--- src/rtl/counter_pkg.sv ---
// ============================================================================
//  Module      : counter_pkg
//  Description : Shared constants for the basic counter library.
//  Revision    : 1.0 - initial release
// ============================================================================
`default_nettype none

package counter_pkg;

  localparam int unsigned CNT_WIDTH = 4;

  localparam logic ST_IDLE = 1'b0;
  localparam logic ST_RUN  = 1'b1;

endpackage : counter_pkg

`default_nettype wire

--- src/rtl/sync_load_down_counter.sv ---
// ============================================================================
//  Module      : sync_load_down_counter
//  Description : Loadable down counter / timer with one-shot or periodic reload
//                and a registered one-cycle terminal-count pulse.
//  Revision    : 1.0 - initial release
// ============================================================================
`default_nettype none

module sync_load_down_counter
  import counter_pkg::*;
#(
  parameter int unsigned WIDTH = CNT_WIDTH
) (
  input  logic             clk,
  input  logic             rst,
  input  logic             load,
  input  logic [WIDTH-1:0] d_in,
  input  logic             en,
  input  logic             auto_reload,
  output logic [WIDTH-1:0] count,
  output logic             tc,
  output logic             busy
);

  localparam logic [WIDTH-1:0] c_zero = '0;
  localparam logic [WIDTH-1:0] c_one  = {{(WIDTH-1){1'b0}}, 1'b1};

  logic             r_state;
  logic [WIDTH-1:0] r_count;
  logic [WIDTH-1:0] r_reload;
  logic             r_tc;

  logic             w_state_nxt;
  logic [WIDTH-1:0] w_count_nxt;
  logic [WIDTH-1:0] w_reload_nxt;
  logic             w_tc_nxt;

  always_ff @(posedge clk or posedge rst) begin
    if (rst) begin
      r_state  <= ST_IDLE;
      r_count  <= c_zero;
      r_reload <= c_zero;
      r_tc     <= 1'b0;
    end else begin
      r_state  <= w_state_nxt;
      r_count  <= w_count_nxt;
      r_reload <= w_reload_nxt;
      r_tc     <= w_tc_nxt;
    end
  end

  always_comb begin
    w_state_nxt  = r_state;
    w_count_nxt  = r_count;
    w_reload_nxt = r_reload;
    w_tc_nxt     = 1'b0;

    if (load) begin
      // A load overrides any expiry landing on the same edge.
      w_count_nxt  = d_in;
      w_reload_nxt = d_in;
      w_state_nxt  = (d_in != c_zero) ? ST_RUN : ST_IDLE;
    end else begin
      case (r_state)
        ST_RUN: begin
          if (en) begin
            if (r_count == c_one) begin
              w_tc_nxt = 1'b1;
              if (auto_reload) begin
                w_count_nxt = r_reload;
              end else begin
                w_count_nxt = c_zero;
                w_state_nxt = ST_IDLE;
              end
            end else if (r_count == c_zero) begin
              // Unreachable in normal operation; park safely instead of wrapping.
              w_state_nxt = ST_IDLE;
            end else begin
              w_count_nxt = r_count - c_one;
            end
          end
        end
        default: begin
          w_state_nxt = ST_IDLE;
        end
      endcase
    end
  end

  assign count = r_count;
  assign tc    = r_tc;
  assign busy  = (r_state == ST_RUN);

endmodule : sync_load_down_counter

`default_nettype wire

--- config.mk ---
export PLATFORM = sky130hd
export DESIGN_NAME = sync_load_down_counter
export DESIGN_NICKNAME = d
export VERILOG_FILES = /design/src/rtl/counter_pkg.sv /design/src/rtl/sync_load_down_counter.sv
export SDC_FILE = /design/constraint.sdc
export NUM_CORES = 1
export LEC_CHECK = 0
export ABC_AREA = 1
export CORE_AREA = 5 5 42 44
export CTS_CLUSTER_SIZE = 14
export DETAILED_ROUTE_END_ITERATION = 8
export DIE_AREA = 0 0 47 49
export PLACE_DENSITY = 0.76
export SYNTH_ARGS = -nofsm -noshare
export SYNTH_HDL_FRONTEND = slang
export SYNTH_SLANG_ARGS = --single-unit
--- constraint.sdc ---
create_clock -name clk -period 1.95 [get_ports clk]
set_input_delay 0.39 -clock clk [delete_from_list [all_inputs] [get_ports clk]]
set_output_delay 0.39 -clock clk [all_outputs]
set_load 0.01 [all_outputs]
==> impl_metrics.csv <==
group,metric,value,unit
global_routing,grt_max_degree,11,
logic_synthesis,synth-edff-count,0,
logic_synthesis,yosysSeqAreaShare,39.8,%
die,die_w,47,um
logic_synthesis,synth.avg_cell_area,7.39,sq um
power,pwr-share-comb,43.1,%
hold_path,hp-class,"primary input to asynchronous set/reset pin",
final_layout,diodes,0,
critical_path,path_buf_inv,1,
final_layout,final_cell_mix,"nand2_1, clkdlybuf4s50_1, inv_1, dfrtp_1, nor2_1",
critical_path,slowest_delay,580,ps
final_layout,drive_gt1_share,10.8,%
logic_synthesis,synth.area.top_cells,"dfrtp_1, nand2_1, inv_1",
critical_path,worstPathMaxFanout,5,
timing,setup_viol,0,
power,netSwitchingPower,291,uW
power,seqPwrFrac,38.2,%
cts,htree_num_levels,1,
die,num_rows,14,
power,p_clk_share,18.7,%
cts,clk_pin_slew,70,ps
placement,gp_congestion,0.772,
die,core-area,0.00140,sq mm
critical_path,cp-end-kind,"output port",
critical_path,worstPathArrival,1320,ps
cts,cts_buffer_depth,2,
drt,drt.antenna.violating_nets,0,
cts,cts_tree,"yes",
logic_synthesis,synth_warnings,0,
logic_synthesis,async_flop_share,100,%
timing,rsz0062_at_grt,"false",
drt,drt_iter0_drc,3,
timing,finClkSkew,3.46,ps
timing,worst_slew_pin_slew,408,ps
timing,finalSetupTns,0,ps
logic_synthesis,ys_ff_latch,10,
power,p_int,471,uW
logic_synthesis,synth_area_leader_cell,"dfrtp_1",
power,p_per_area,936,mW/mm^2
power,p_leak,0.000430,uW
critical_path,required,1560,ps
critical_path,r2r_cells,9,
cts,hold_buffers,0,
cts,cts_root_buf,"clkbuf_4",
cts,clock_latency,260,ps
critical_path,crit_family,"buffers and inverters",
critical_path,worst-setup-path-type,"flop to output port",
timing,hold_viol_final,0,
timing,min_period_over_period,87.7,%
timing,max_freq,0.585,GHz
cts,cts_resized,0,
timing,slew_viol_final,0,
drt,route.detailed.wl_per_inst,11.4,um
logic_synthesis,synth_nets,97,
logic_synthesis,synthesis.area,628,sq um
critical_path,cp-start-kind,"flop",
critical_path,path_cells,"clkdlybuf4s50_1",
global_routing,overflow,0,
timing,slew_headroom,72.8,%
global_routing,grtUsageTotal,14.6,%
logic_synthesis,synth_top_area_share,39.8,%
placement,port_buffers,14,
timing,period_needed,1710,ps
global_routing,grt_pass1_wl,2430,um
logic_synthesis,synthCells,85,
cts,postCtsSetupRepairBufs,0,
logic_synthesis,synthDistinctLibCells,19,
drt,routed_via_density,4.81,
status,outcome,"finished clean",
power,p_total,761,uW
critical_path,regToRegSetupSlack,610,ps
critical_path,r2r-end,"count[2]",
final_layout,final_net_count,116,
final_layout,nFillCells,129,
final_layout,utilization,58.0,%
die,dieArea,0.00230,sq mm
final_layout,final_common_cell,"nand2_1",
drt,vias,567,
flow_run,maxCapViolCount,0,
die,ioPinCount,15,
die,chipHeight,49,um
power,p_sw_share,38.2,%
drt,routed_wl,1350,um
power,ir_drop,0.555,mV
placement,dp_hpwl,1070,um
drt,first_pass_iters,4,
global_routing,grt_antenna_before_repair,0,
global_routing,grt_pass1_vias,526,
logic_synthesis,synth_top_flop_cell,"dfrtp_1",
cts,clock-sinks,10,
final_layout,area_growth,29.5,%
die,start_util,44.8,%
drt,drc,0,
critical_path,timing.rr.start,"count[1]",
critical_path,critPathSlowestCell,"clkdlybuf4s50_1",
cts,cts_buffers,3,
[cells in the mapped netlist (2+ instances only)]
cell / instances
inv_1: 12
nand2_2: 2
nand2_1: 32
ha_1: 3
o21ai_0: 4
nand3_1: 4
nor2_1: 5
nand3b_1: 2
dfrtp_1: 10
nand3_2: 2
[area by class of cell]
| cell class | instances | area (sq um) | area share (%) |
|---|---|---|---|
| clock buffer | 3 | 22.5 | 2.77 |
| sequential | 10 | 250 | 30.8 |
| inverter | 13 | 53.8 | 6.62 |
| timing repair buffer | 15 | 148 | 18.2 |
| multi-input combinational | 61 | 319 | 39.2 |
| tap | 16 | 20.0 | 2.46 |
[per-layer routing]
layer	up-vias	share of wire, %	GRT usage [%]
li1	298	-	-
met1	257	50	21.5
met2	7	46	19.7
met3	5	2.6	3.32
met4	0	2.2	6.91
met5	-	0	0
[power by group through the flow]
stage | registers (uW) | logic, uW | clock network (uW)
finish | 291 | 328 | 142
global route | 300 | 370 | 159
CTS | 292 | 332 | 146
detailed placement | 295 | 330 | 0
global placement | 293 | 324 | 0
floorplan | 301 | 198 | 0
[cell families (layout without fill, tap and decap cells)]
group           count (synthesis)  in the layout  synth area share, %
buf+inv                        14             31                 9.36
flops                          10             10                 39.8
xor+xnor                        1              1                 1.39
simple gates                   51             51                 38.2
fa+ha+maj                       3              3                 5.98
compound gates                  6              6                 5.18
[state kept, by name, indices dropped and copies added (netlist names)]
| name | cells |
|---|---|
| busy | 1 |
| count | 4 |
| r_reload | 4 |
| tc | 1 |
[metrics by stage]
stage | cell area (sq um) | worst slack [ps] | cells | hold slack, ps
global placement | 791 | 436 | 115 | 452
floorplan | 628 | 667 | 85 | 230
global route | 813 | 185 | 118 | 437
finish | 813 | 240 | 118 | 406
CTS | 813 | 234 | 118 | 420
detailed placement | 791 | 429 | 115 | 454
[worst max path at each step]
stage / startpoint / to / cells after the start
6_report: count[2] / count[2] / 1
5_1_grt: count[2] / count[2] / 1
4_1_cts: count[2] / count[2] / 1
3_5_place_dp: load / count[3] / 8
3_3_place_gp: load / count[3] / 8
2_1_floorplan: count[1] / count[2] / 10
Power figures use the tool's default switching activity.
